`config.mk`:
```
export PLATFORM = sky130hd
export DESIGN_NAME = fetch_stage
export DESIGN_NICKNAME = d
export VERILOG_FILES = /design/src/rtl/fetch_stage.sv
export SDC_FILE = /design/constraint.sdc
export NUM_CORES = 1
export LEC_CHECK = 0
export ABC_AREA = 1
export BUFFER_PORTS_ARGS = -buffer_cell sky130_fd_sc_hd__buf_4
export CAP_MARGIN = 10
export CORE_ASPECT_RATIO = 0.75
export CORE_UTILIZATION = 43
export DETAILED_ROUTE_END_ITERATION = 16
export HOLD_SLACK_MARGIN = 0.05
export PLACE_DENSITY = 0.83
export SLEW_MARGIN = 20
export SYNTH_ARGS = -nofsm -noshare
export SYNTH_HDL_FRONTEND = slang
export SYNTH_SLANG_ARGS = --single-unit
```
`constraint.sdc`:
```
create_clock -name clk -period 1.47 [get_ports clk]
set_input_delay 0.2205 -clock clk [delete_from_list [all_inputs] [get_ports clk]]
set_output_delay 0.2205 -clock clk [all_outputs]
set_load 0.005 [all_outputs]
```
`src/rtl/fetch_stage.sv`:
```
// Instruction fetch stage: PC register, next-PC select and the IF/ID pipeline register.
// Define FETCH_CHECK_EN to enable fetch-address checking with a sticky fault and HALT state.
module fetch_stage #(
    parameter int          A_length = 12,
    parameter logic [31:0] RESET_PC = 32'hBFC00000
) (
    input  logic                clk,
    input  logic                rst,
    input  logic                stall,
    input  logic                flush,
    input  logic [1:0]          pcsrc,
    input  logic [31:0]         branch_target,
    input  logic [31:0]         jalr_target,
    output logic [A_length-1:0] A,
    input  logic [31:0]         RDi,
    output logic [31:0]         pc_f,
    output logic [31:0]         instr_d,
    output logic [31:0]         pc_d,
    output logic [31:0]         pcplus4_d,
    output logic                valid_d,
    output logic                fetch_fault
);

    localparam logic [31:0] NOP = 32'h00000013;

    typedef enum logic {
        RUN  = 1'b0,
        HALT = 1'b1
    } state_t;

    state_t      state;
    state_t      state_next;
    logic        trap;
    logic        redirect;
    logic        pc_load;
    logic        bad_pc;
    logic [31:0] pc_plus4;
    logic [31:0] next_pc;

    assign A = pc_f[A_length-1:0];

    always_comb begin
        pc_plus4 = pc_f + 32'd4;
        case (pcsrc)
            2'b01:   next_pc = branch_target;
            2'b10:   next_pc = {jalr_target[31:1], 1'b0};
            default: next_pc = pc_plus4;
        endcase
    end

    // A redirect must take effect even while the pipeline is stalled.
    assign redirect = (pcsrc == 2'b01) || (pcsrc == 2'b10);
    assign pc_load  = redirect || !stall;

`ifdef FETCH_CHECK_EN
    logic [31:0] pc_offset;
    logic        fault_q;

    // Unsigned offset from the ROM base catches addresses on either side of the window.
    assign pc_offset   = next_pc - RESET_PC;
    assign bad_pc      = (next_pc[1:0] != 2'b00) || ((pc_offset >> A_length) != 32'd0);
    assign fetch_fault = fault_q;

    always_ff @(posedge clk) begin
        if (!rst) begin
            fault_q <= 1'b0;
        end else if (trap) begin
            fault_q <= 1'b1;
        end
    end
`else
    assign bad_pc      = 1'b0;
    assign fetch_fault = 1'b0;
`endif

    always_ff @(posedge clk) begin
        if (!rst) begin
            state <= RUN;
        end else begin
            state <= state_next;
        end
    end

    always_comb begin
        state_next = state;
        trap       = 1'b0;
        case (state)
            RUN: begin
                if (pc_load && bad_pc) begin
                    state_next = HALT;
                    trap       = 1'b1;
                end
            end
            HALT:    state_next = HALT;
            default: state_next = RUN;
        endcase
    end

    // In HALT nothing is written, so the bubble loaded on entry stays visible.
    always_ff @(posedge clk) begin
        if (!rst) begin
            pc_f      <= RESET_PC;
            instr_d   <= NOP;
            pc_d      <= 32'd0;
            pcplus4_d <= 32'd0;
            valid_d   <= 1'b0;
        end else if (state == RUN) begin
            if (trap) begin
                instr_d   <= NOP;
                pc_d      <= 32'd0;
                pcplus4_d <= 32'd0;
                valid_d   <= 1'b0;
            end else begin
                if (pc_load) begin
                    pc_f <= next_pc;
                end
                if (flush) begin
                    instr_d   <= NOP;
                    pc_d      <= 32'd0;
                    pcplus4_d <= 32'd0;
                    valid_d   <= 1'b0;
                end else if (!stall) begin
                    instr_d   <= RDi;
                    pc_d      <= pc_f;
                    pcplus4_d <= pc_plus4;
                    valid_d   <= 1'b1;
                end
            end
        end
    end

endmodule

```
## Word-level counts from Yosys, hierarchy flattened

Index checks and enable logic that the tools add are counted.

| cells by class | value |
|---|---|
| eq/ne operators | 3 |
| $mul | 0 |
| reductions and logical operators | 5 |
| div/mod/pow operators | 0 |
| bitwise logic cells | 1 |
| order comparisons | 0 |
| multiplexer cells | 10 |
| shifts and indexed selects | 0 |
| add/subtract/negate cells | 1 |

Operators by type and width:

| cell | count |
|---|---|
| 32-bit 2-to-1 mux | 6 |
| 32-bit case mux with 2 select lines | 1 |
| 32-bit by 3-bit adder with 32-bit output, second input constant | 1 |
| 2-bit AND reduction | 2 |
| 2-bit by 1-bit equality test with 1-bit output, second input constant | 1 |
| 2-bit equality test, second input constant | 1 |
| 1-bit logical OR | 2 |
| 1-bit 2-to-1 mux | 2 |
| 2-bit by 1-bit != test with 1-bit output, second input constant | 1 |
| 1-bit case mux with 2 select lines | 1 |
| 1-bit logical NOT | 1 |
| 1-bit inverter | 1 |

| word-level totals | value |
|---|---|
| logic and storage cells | 26 |
| memories | 0 |
| input bits | 102 |
| output and inout port bits | 142 |
| register bits after elaboration | 130 |
| bits in latches | 0 |
| memory bits (read-only) | 0 |
| memory bits (writable) | 0 |

## Longest topological paths before layout

Gate-level depths: netlist of the first run.

| logic depth | value |
|---|---|
| word-level depth | 4 |
| depth in mapped cells | 10 |
| depth with buffers taken out | 10 |

## Least setup slack after synthesis of the first run

OpenSTA, ideal clock, no wires.

| path | value |
|---|---|
| path type | register -> register |
| start point | register pc_f[2] |
| end point | register pc_f[24] |
| data required time | 1.332 ns |
| stages on the path, launching flop included | 9 |
| arrival time | 1.456 ns |
| library setup time | 0.138 ns |
| setup slack | -0.124 ns |
| period minus slack after synthesis | 1.594 ns |
| buffers on the path | 0 |
| path through | dfxtp_1 ha_1 nand3_1 nor2_1 nand3_2 o21ai_0 nand2_1 nand2_1 nand4_1 |

| on the way | value |
|---|---|
| word-level cells in the longest chain between the ends | 2 |

Ends and longest elaborated chain:

| item | RTL line | RTL |
|---|---|---|
| start: declaration | 16 | `output logic [31:0] pc_f,` |
| start signal: assignment | 115 | `pc_f <= next_pc;` |
| 32-bit by 3-bit adder with 32-bit output | 43 | `pc_plus4 = pc_f + 32'd4;` |
| 32-bit case mux with 2 select lines | 44 | `case (pcsrc)` |

No other way between the ends.
A chain may end at the register's enable or synchronous reset.

## Worst setup path in the final report of the first run

| path | value |
|---|---|
| start point | register pc_f[2] |
| end point | register pcplus4_d[25] |

| on the way | value |
|---|---|
| word-level cells in the longest chain between the ends | 3 |

Ends and longest elaborated chain:

| item | RTL line | RTL |
|---|---|---|
| 32-bit by 3-bit adder with 32-bit output | 43 |  |
| 32-bit 2-to-1 mux | 122 | `end else if (!stall) begin` |
| 32-bit 2-to-1 mux | 117 | `if (flush) begin` |
| end signal: assignment | 125 | `pcplus4_d <= pc_plus4;` |
| end: declaration | 19 | `output logic [31:0] pcplus4_d,` |

No other way between the ends. The select of a mux whose other input is x is not followed.

==> impl_metrics.py, run 1 <==
metrics = {
    "critical_path": {
        "path_buf_inv": 2,
        "critPathRequiredTime_ns": 1.81,
        "worstReg2RegStart": "pc_f[2]",
        "cp-startpoint": "pc_f[2]",
        "crit_path_end_kind": "register",
        "crit_chain": "buf_6 -> nand3_4 -> inv_2 -> nand2_4 -> nor2_4 -> nand3b_1 -> nand2_2 -> nand2_1 -> a21oi_1",
        "crit_type": "register to register",
        "critPathTopFamily": "simple AND/OR/NAND/NOR gates",
        "cpMaxStageDelayCell": "dfxtp_4",
        "cp_max_fo": 5,
        "reg2reg_depth": 9,
        "arrival_ns": 1.78,
        "r2r_slack_ns": 0.03,
        "r2r_end": "pcplus4_d[25]",
        "cp-start-kind": "register",
        "max_stage_delay_ns": 0.36,
    },
    "logic_synthesis": {
        "yosysMostFrequentCell": "nand2_1",
        "yosysUniqueCellTypes": 30,
        "synth_top_area_cell": "dfxtp_1",
        "async_flop_share": 0,
        "ys_warn_count": 0,
        "seq_area_frac_synth": 0.439,
        "synth.area.top_cells": "dfxtp_1 44%, nand2_1 22%, a21oi_1 11%",
        "ys_ff_latch": 127,
        "avgSynthCellArea_um2": 7.03,
        "ys.flop_type": "dfxtp_1",
        "netlist_area_um2": 5790,
        "netlist_instances": 823,
        "synth_nets": 928,
        "synth-edff-count": 0,
        "synth_top_area_frac": 0.439,
        "synth_commonest_cells": "346 x nand2_1, 128 x a21oi_1, 127 x dfxtp_1",
    },
    "layout": {
        "instances_no_fill": 1278,
        "final_layout_size_suffix_gt1_frac": 0.384,
        "layout.nets": 1199,
        "insertedDiodeCount": 0,
        "fin_util": 0.698,
        "areaGrowthSynthToFinish_pct": 57.5,
    },
    "outcome": {
        "status": "completed",
    },
    "clocking": {
        "cts_buffer_depth": 2,
        "root_buffer": "clkbuf_16",
        "cts.sinks": 127,
        "cts_tree": "done",
        "cts.reportedPaths.clkPinSlew_ns": 0.06,
        "cts_buffers": 17,
        "clock_latency_ns": 0.41,
        "cts_max_level": 4,
    },
    "min_path": {
        "hp-class": "input pin to register",
        "holdPathStages": 3,
        "worst_hold_path.endpoint": "pc_f[0]",
        "hp-start": "branch_target[0]",
    },
    "timing": {
        "slew_violations": 0,
        "final.min_clock_period_ns": 1.44,
        "setup_ws_ns": 0.0287,
        "final.setup.tns_ns": 0,
        "finalHoldViolations": 0,
        "fin_crit_sh": 0.980,
        "setup_viol": 0,
        "clock_skew_ns": 0.00743,
        "max_freq_mhz": 694,
        "rsz0062_at_grt": "true",
    },
    "grt": {
        "grtUsageTotal": 0.270,
        "first_global_vias": 5834,
        "grt_pass1_wl_mm": 29.1,
        "antenna_found_initial": 0,
        "grt_max_degree": 57,
        "overflow": 0,
    },
    "placement": {
        "placement.io_buffers": 241,
        "place.gp.congestion": 0.899,
        "dp_hpwl_mm": 13.8,
        "post-place-ws_ns": -0.0601,
        "dp_cells": 1237,
    },
    "die": {
        "num_io_pins": 244,
        "dieArea_um2": 13900,
        "core_area_um2": 13100,
        "die_h_um": 102,
        "initial_utilization": 0.443,
        "core.rowCount": 36,
        "die_x_um": 136,
    },
    "run": {
        "drv_cap": 0,
    },
    "drt": {
        "vias": 6544,
        "wirelength_mm": 19.8,
        "avgViaCountPerCell": 5.12,
        "drt_iter0_drc": 413,
        "dr.pass1.iters": 5,
        "final_antenna_net_count": 0,
        "drc": 0,
        "wl_per_cell_um": 15.5,
    },
    "pwr": {
        "p_total_uw": 9780,
        "p_leak_uw": 0.00393,
        "power_density_nw_per_um2": 1070,
        "vdd_drop_max_mv": 0.863,
    },
}
-- layout make-up --
class / instances / area (um^2)
clock buffer: 21 / 450
clock inverter: 11 / 188
fill: 1062 / 3950
inverter: 20 / 76.3
multi-input combinational: 614 / 3120
sequential: 127 / 2580
tap: 171 / 214
timing repair buffer: 314 / 2480
-- layer usage --
layer  vias to the layer above  global-route usage  share of wire
li1                       3187                   -              -
met1                      3096               0.356           0.45
met2                       250               0.446           0.48
met3                        11              0.0630          0.068
met4                         0              0.0735         0.0075
met5                         -                   0              0
-- layout by cell type, fill, tap and decap left out, drive strengths merged --
master	Yosys	routed
clkinv	1	4
nand2	350	350
or2	1	1
conb	1	1
xnor2	6	6
ha	3	3
inv	19	19
nand3b	8	8
bufinv	0	5
nor3	1	1
dlygate4sd3	0	4
nand4	9	9
clkbuf	28	21
buf	34	310
o21ai	9	9
a31oi	7	7
nand3	10	10
nor2	47	47
and2	2	2
clkinvlp	0	3
xor2	9	9
dfxtp	127	127
a22o	20	20
o22ai	3	3
a21oi	128	128
-- kinds of logic (layout without fill, tap and decap cells) --
group / Yosys count / in the layout / synth area share
XOR/XNOR: 15 / 15 / 0.0227
flip-flops: 127 / 127 / 0.439
AND/OR/NAND/NOR: 428 / 428 / 0.302
AO/OA/AOI/OAI: 167 / 167 / 0.160
other: 1 / 1 / 0.000648
adder cells (fa/ha/maj): 3 / 3 / 0.00649
buffers and inverters: 82 / 366 / 0.0688
-- report_power, final --
part / leakage [uW] / internal, uW / switching (uW)
registers: 0.00104 / 3590 / 130
logic: 0.00258 / 743 / 723
clock network: 0.000303 / 3050 / 1550
-- worst max-delay path by stage --
stage                     to  cells after the start
6_report       pcplus4_d[25]                      9
5_1_grt        pcplus4_d[24]                      9
4_1_cts        pcplus4_d[27]                      9
3_5_place_dp   pcplus4_d[16]                      7
3_3_place_gp         pc_f[3]                      8
2_1_floorplan       pc_f[20]                      9
-- registers in the layout, indices dropped and copies added (netlist names) --
signal and cells:
pc_d 32, instr_d 32, pc_f 32, valid_d 1, pcplus4_d 30
-- through the flow --
stage          hold WS (ns)  instance area [um^2]
2_1_floorplan         0.300                  5790
3_3_place_gp          0.445                  8090
3_5_place_dp          0.447                  8090
4_1_cts              0.0525                  8830
5_1_grt              0.0568                  9110
6_report             0.0577                  9110
-- worst register-to-register path: stages (launching register included) --
cell,delay [ns]
dfxtp_4,0.36
buf_6,0.10
nand3_4,0.09
inv_2,0.09
nand2_4,0.08
nor2_4,0.23
nand3b_1,0.15
nand2_2,0.11
nand2_1,0.06
a21oi_1,0.12
-- what timing repair did --
| action | in CTS | in global routing |
|---|---|---|
| endpoints found under the setup margin | 26 | 48 |
| setup buffers | 0 | 5 |
| gates cloned | 0 | 0 |
| gates resized for setup | 13 | 80 |
| pin swaps | 4 | 21 |
| hold buffers | 4 | 0 |
| endpoints found under the hold margin | 4 | 0 |
No activity file was read; power rests on OpenSTA's default activity.
==> inputs of run 2 (changes only) <==
--- a/config.mk
+++ b/config.mk
@@ -5,14 +5,14 @@
 export SDC_FILE = /design/constraint.sdc
 export NUM_CORES = 1
 export LEC_CHECK = 0
-export ABC_AREA = 1
+export ABC_AREA = 0
 export BUFFER_PORTS_ARGS = -buffer_cell sky130_fd_sc_hd__buf_4
 export CAP_MARGIN = 10
 export CORE_ASPECT_RATIO = 0.75
-export CORE_UTILIZATION = 43
+export CORE_UTILIZATION = 44
 export DETAILED_ROUTE_END_ITERATION = 16
 export HOLD_SLACK_MARGIN = 0.05
-export PLACE_DENSITY = 0.83
+export PLACE_DENSITY = 0.84
 export SLEW_MARGIN = 20
 export SYNTH_ARGS = -nofsm -noshare
 export SYNTH_HDL_FRONTEND = slang
==> impl_metrics.py, run 2 <==
metrics = {
    "logic_synthesis": {
        "avgSynthCellArea_um2": 9.37,
        "synth-edff-count": 0,
        "synth_nets": 740,
        "synth_top_area_frac": 0.427,
        "synth_commonest_cells": "127 x dfxtp_1, 93 x nor2_1, 64 x mux2i_1",
        "ys.flop_type": "dfxtp_1",
        "netlist_instances": 635,
        "ys_warn_count": 0,
        "yosysUniqueCellTypes": 59,
        "netlist_area_um2": 5950,
        "seq_area_frac_synth": 0.427,
        "yosysMostFrequentCell": "dfxtp_1",
        "synth_top_area_cell": "dfxtp_1",
        "ys_ff_latch": 127,
        "synth.area.top_cells": "dfxtp_1 43%, mux2i_1 11%, nor2_1 5.9%",
        "async_flop_share": 0,
    },
    "critical_path": {
        "crit_path_end_kind": "register",
        "critPathRequiredTime_ns": 1.78,
        "crit_type": "register to register",
        "cpMostUsedCell": "nand4_1",
        "cp_max_fo": 6,
        "crit_chain": "nand4_1 -> buf_4 -> nor3_4 -> nand4_1 -> xnor2_1 -> o21ba_2",
        "path_buf_inv": 1,
        "arrival_ns": 1.98,
        "cpMaxStageDelayCell": "dfxtp_1",
        "max_stage_delay_ns": 0.37,
        "critPathTopFamily": "simple AND/OR/NAND/NOR gates",
        "cp-start-kind": "register",
    },
    "drt": {
        "final_antenna_net_count": 0,
        "avgViaCountPerCell": 5.43,
        "wirelength_mm": 20.8,
        "dr.pass1.iters": 5,
        "drc": 0,
        "drt_iter0_drc": 288,
        "wl_per_cell_um": 18.2,
        "vias": 6201,
    },
    "clocking": {
        "cts.sinks": 127,
        "cts.reportedPaths.clkPinSlew_ns": 0.06,
        "cts_buffers": 17,
        "cts_tree": "done",
        "cts_buffer_depth": 2,
        "clock_latency_ns": 0.41,
        "root_buffer": "clkbuf_16",
        "cts_max_level": 4,
    },
    "die": {
        "initial_utilization": 0.454,
        "num_io_pins": 244,
        "die_h_um": 103,
        "core.rowCount": 36,
        "die_x_um": 136,
        "dieArea_um2": 14000,
        "core_area_um2": 13100,
    },
    "placement": {
        "dp_cells": 1065,
        "placement.io_buffers": 241,
        "dp_hpwl_mm": 13.6,
        "dpl_cell_area_um2": 8440,
        "post-place-ws_ns": -0.256,
        "place.gp.congestion": 0.866,
    },
    "layout": {
        "fin_util": 0.748,
        "layout.nets": 1062,
        "top_regs": "instr_d: 32 flops, pc_d: 32 flops, pc_f: 32 flops",
        "final_layout_size_suffix_gt1_frac": 0.493,
        "mostFrequentLayoutCell": "buf_4",
        "areaGrowthSynthToFinish_pct": 64.8,
        "final_cell_mix": "330 x buf_4, 108 x dfxtp_1, 89 x nor2_1",
        "instances_no_fill": 1141,
        "insertedDiodeCount": 0,
        "postLayoutCellArea_um2": 9810,
    },
    "timing": {
        "setup_ws_ns": -0.198,
        "rsz0062_at_grt": "true",
        "finalHoldViolations": 0,
        "fin_crit_sh": 1.13,
        "slew_violations": 0,
        "clock_skew_ns": 0.0104,
        "setup_viol": 44,
        "final.min_clock_period_ns": 1.67,
        "max_freq_mhz": 599,
    },
    "pwr": {
        "vdd_drop_max_mv": 0.786,
        "power_density_nw_per_um2": 1030,
        "p_total_uw": 10100,
        "p_leak_uw": 0.00443,
    },
    "grt": {
        "antenna_found_initial": 0,
        "grtUsageTotal": 0.275,
        "grt_pass1_wl_mm": 29.6,
        "first_global_vias": 5734,
        "overflow": 0,
        "grt_max_degree": 43,
    },
    "min_path": {
        "hp-class": "input pin to register",
    },
    "outcome": {
        "failed_checks": "negative setup slack",
        "status": "finished with violations",
    },
    "run": {
        "drv_cap": 0,
    },
}
[run 2: worst register-to-register path, delay by kind of cell, from the launching register on]
family | cells | cell delay (ns)
buffers and inverters | 1 | 0.18
AO/OA/AOI/OAI | 1 | 0.20
flip-flops | 1 | 0.37
AND/OR/NAND/NOR | 3 | 0.64
XOR/XNOR | 1 | 0.19
[run 2: routing by layer]
metal | vias up | global-route usage | part of all wire
met3 | 36 | 0.0560 | 0.066
met1 | 2983 | 0.360 | 0.43
met2 | 281 | 0.457 | 0.48
met5 | - | 0 | 0
met4 | 0 | 0.0872 | 0.019
li1 | 2901 | - | -
[run 2: what timing repair did]
item | 4_1_cts | 5_1_grt
resized for setup | 28 | 51
setup buffers | 6 | 16
pin swaps | 17 | 33
endpoints found under the hold margin | 21 | 0
hold buffers | 21 | 0
cloned | 0 | 1
endpoints found under the setup margin | 45 | 49
[run 2: cell families (layout without fill, tap and decap cells)]
logic type | count (synthesis) | in the layout | synth area share
simple gates | 199 | 199 | 0.175
flops | 127 | 127 | 0.427
compound gates | 118 | 118 | 0.143
buf+inv | 80 | 415 | 0.0776
mux | 64 | 64 | 0.108
xor+xnor | 43 | 43 | 0.0633
fa+ha+maj | 3 | 3 | 0.00631
other cells | 1 | 1 | 0.000630
[run 2: metrics by stage]
stage                     hold WS [ns]  setup TNS [ns]
after floorplan                  0.346           -2.70
after global placement           0.438           -3.63
after detailed placement         0.445           -4.94
after CTS                       0.0503           -2.61
after global routing            0.0539           -7.93
final                           0.0564           -4.10
[run 2: area by class of cell]
class	count	area, um^2
inverter	7	26.3
clock buffer	17	425
fill	881	3300
sequential	127	2580
timing repair buffer	376	3040
clock inverter	15	184
tap	171	214
multi-input combinational	428	3330
[run 2: final timing paths]
path | slack (ns) | endpoint | cells after the start | from
setup reg to reg | -0.20 | pcplus4_d[27] | 6 | pc_f[20]
hold / removal | 0.06 | instr_d[19] | 3 | RDi[19]
hold reg to reg | 0.47 | valid_d | 1 | valid_d
setup / recovery | -0.20 | pcplus4_d[27] | 6 | pc_f[20]
[run 2: where the power goes]
group	switching (uW)	total, uW	internal [uW]
clock network	1700	4400	2700
registers	149	3780	3630
logic	906	1920	1010
total	2760	10100	7340
==> inputs of run 3 (changes only) <==
--- a/config.mk
+++ b/config.mk
@@ -13,7 +13,7 @@
 export DETAILED_ROUTE_END_ITERATION = 16
 export HOLD_SLACK_MARGIN = 0.05
 export PLACE_DENSITY = 0.84
-export SLEW_MARGIN = 20
+export SETUP_SLACK_MARGIN = 0.15
 export SYNTH_ARGS = -nofsm -noshare
 export SYNTH_HDL_FRONTEND = slang
 export SYNTH_SLANG_ARGS = --single-unit
==> impl_metrics.py, run 3 (synthesis results as in run 2) <==
metrics = {
    "outcome": {
        "status": "finished with violations",
        "failed_checks": "negative setup slack",
    },
    "critical_path": {
        "cp_max_fo": 5,
        "crit_path_end_kind": "register",
        "crit_type": "register to register",
        "arrival_ns": 2.16,
        "critPathRequiredTime_ns": 1.78,
        "cp-start-kind": "register",
    },
    "grt": {
        "busiest_layer": "met2",
        "met3_usage": 0.0885,
        "first_global_vias": 6423,
        "antenna_found_initial": 0,
        "grt_pass1_wl_mm": 33.2,
        "gr-usage-met2": 0.512,
        "overflow": 0,
        "use_met1": 0.372,
        "grt_max_degree": 45,
        "grtUsageTotal": 0.310,
    },
    "placement": {
        "dp_hpwl_mm": 14.1,
        "post-place-ws_ns": -0.216,
        "dpl_cell_area_um2": 8570,
        "placement.io_buffers": 241,
        "place.gp.congestion": 0.859,
    },
    "timing": {
        "finalHoldViolations": 0,
        "worst_pin_slew_ns": 0.505,
        "hold_ws_ns": 0.0657,
        "setup_ws_ns": -0.380,
        "rsz0062_at_grt": "true",
        "final.min_clock_period_ns": 1.85,
        "clock_skew_ns": 0.00831,
        "max_freq_mhz": 541,
        "relSlewSlack": 0.663,
        "slew_violations": 0,
        "fin_crit_sh": 1.26,
        "setup_viol": 45,
    },
    "layout": {
        "final_layout_size_suffix_gt1_frac": 0.530,
        "postLayoutCellArea_um2": 10600,
        "areaGrowthSynthToFinish_pct": 78.0,
        "top_regs": "instr_d: 32 flops, pc_d: 32 flops, pc_f: 32 flops",
        "fin_util": 0.808,
        "layout.nets": 1114,
        "final_cell_mix": "337 x buf_4, 107 x dfxtp_1, 86 x nor2_1",
        "mostFrequentLayoutCell": "buf_4",
        "insertedDiodeCount": 0,
    },
    "pwr": {
        "power_density_nw_per_um2": 998,
        "vdd_drop_max_mv": 0.802,
        "p_leak_uw": 0.00480,
    },
    "die": {
        "core_area_um2": 13100,
        "die_h_um": 103,
        "core.rowCount": 36,
        "initial_utilization": 0.454,
        "num_io_pins": 244,
        "die_x_um": 136,
        "dieArea_um2": 14000,
    },
    "clocking": {
        "cts_max_level": 4,
        "cts_buffers": 17,
        "cts_tree": "done",
        "clock_latency_ns": 0.42,
        "cts_buffer_depth": 2,
        "root_buffer": "clkbuf_16",
        "cts.sinks": 127,
        "cts.reportedPaths.clkPinSlew_ns": 0.06,
    },
    "drt": {
        "drc": 0,
        "drt_iter0_drc": 518,
        "wirelength_mm": 24.9,
        "avgViaCountPerCell": 5.70,
        "dr.pass1.iters": 5,
        "wl_per_cell_um": 20.9,
        "vias": 6792,
        "final_antenna_net_count": 0,
    },
    "min_path": {
        "hp-class": "input pin to register",
    },
    "run": {
        "drv_cap": 0,
    },
}
-- run 3: cell types whose count changed in the layout (fill, tap and decap cells not counted), sizes merged --
cell | previous run | this run
bufinv | 3 | 4
dlygate4sd3 | 21 | 28
clkbuf | 18 | 19
clkinv | 6 | 4
inv | 11 | 8
buf | 354 | 400
clkinvlp | 2 | 3
-- run 3: final timing paths --
| kind | depth (start not counted) | slack [ns] | from | to |
|---|---|---|---|---|
| setup / recovery | 7 | -0.38 | pc_f[20] | pcplus4_d[27] |
| hold / removal | 3 | 0.07 | RDi[19] | instr_d[19] |
| setup reg to reg | 7 | -0.38 | pc_f[20] | pcplus4_d[27] |
| hold reg to reg | 2 | 0.46 | pcplus4_d[9] | pcplus4_d[9] |
-- run 3: where the power goes --
group	switching, uW	leakage (uW)	internal, uW
Clock	1630	0.000302	2930
Sequential	166	0.00105	3630
Combinational	1040	0.00344	1170
Total	2840	0.00480	7730
-- run 3: worst max-delay path, cell delays in order (launching register included) --
cell and delay [ns]:
dfxtp_1 0.37, nand4_1 0.19, buf_4 0.20, nor3_4 0.21, buf_6 0.16, nand4_1 0.17, xnor2_1 0.22, o21ba_2 0.21
-- run 3: through the flow --
stage | setup TNS [ns] | cells | total power (uW)
6_report | -8.11 | 1192 | 10600
5_1_grt | -10.11 | 1192 | 10900
4_1_cts | -2.36 | 1160 | 10300
3_5_place_dp | -4.72 | 1075 | 5610
3_3_place_gp | -3.05 | 1075 | 5560
2_1_floorplan | -2.85 | 635 | 4740
-- run 3: timing repair --
| item | 4_1_cts | 5_1_grt |
|---|---|---|
| buffers inserted | 26 | 31 |
| pin swaps | 32 | 48 |
| hold buffers | 27 | 1 |
| gates cloned | 1 | 0 |
| gates resized for setup | 62 | 77 |
| setup endpoints to repair | 54 | 68 |
| hold endpoints to repair | 27 | 1 |
-- run 3: layer usage --
metal / vias to the layer above / wire, um
li1: 2995 / -
met1: 3244 / 9710
met2: 437 / 11800
met3: 116 / 2270
met4: 0 / 1130
met5: - / 0
-- run 3: cell type report --
| cell class | instances | area [um^2] |
|---|---|---|
| clock buffers | 19 | 453 |
| clock inverters | 12 | 183 |
| fillers | 718 | 2510 |
| inverters | 7 | 26.3 |
| multi-input cells | 428 | 3490 |
| flip-flops and latches | 127 | 2600 |
| well taps | 171 | 214 |
| repair buffers | 428 | 3630 |
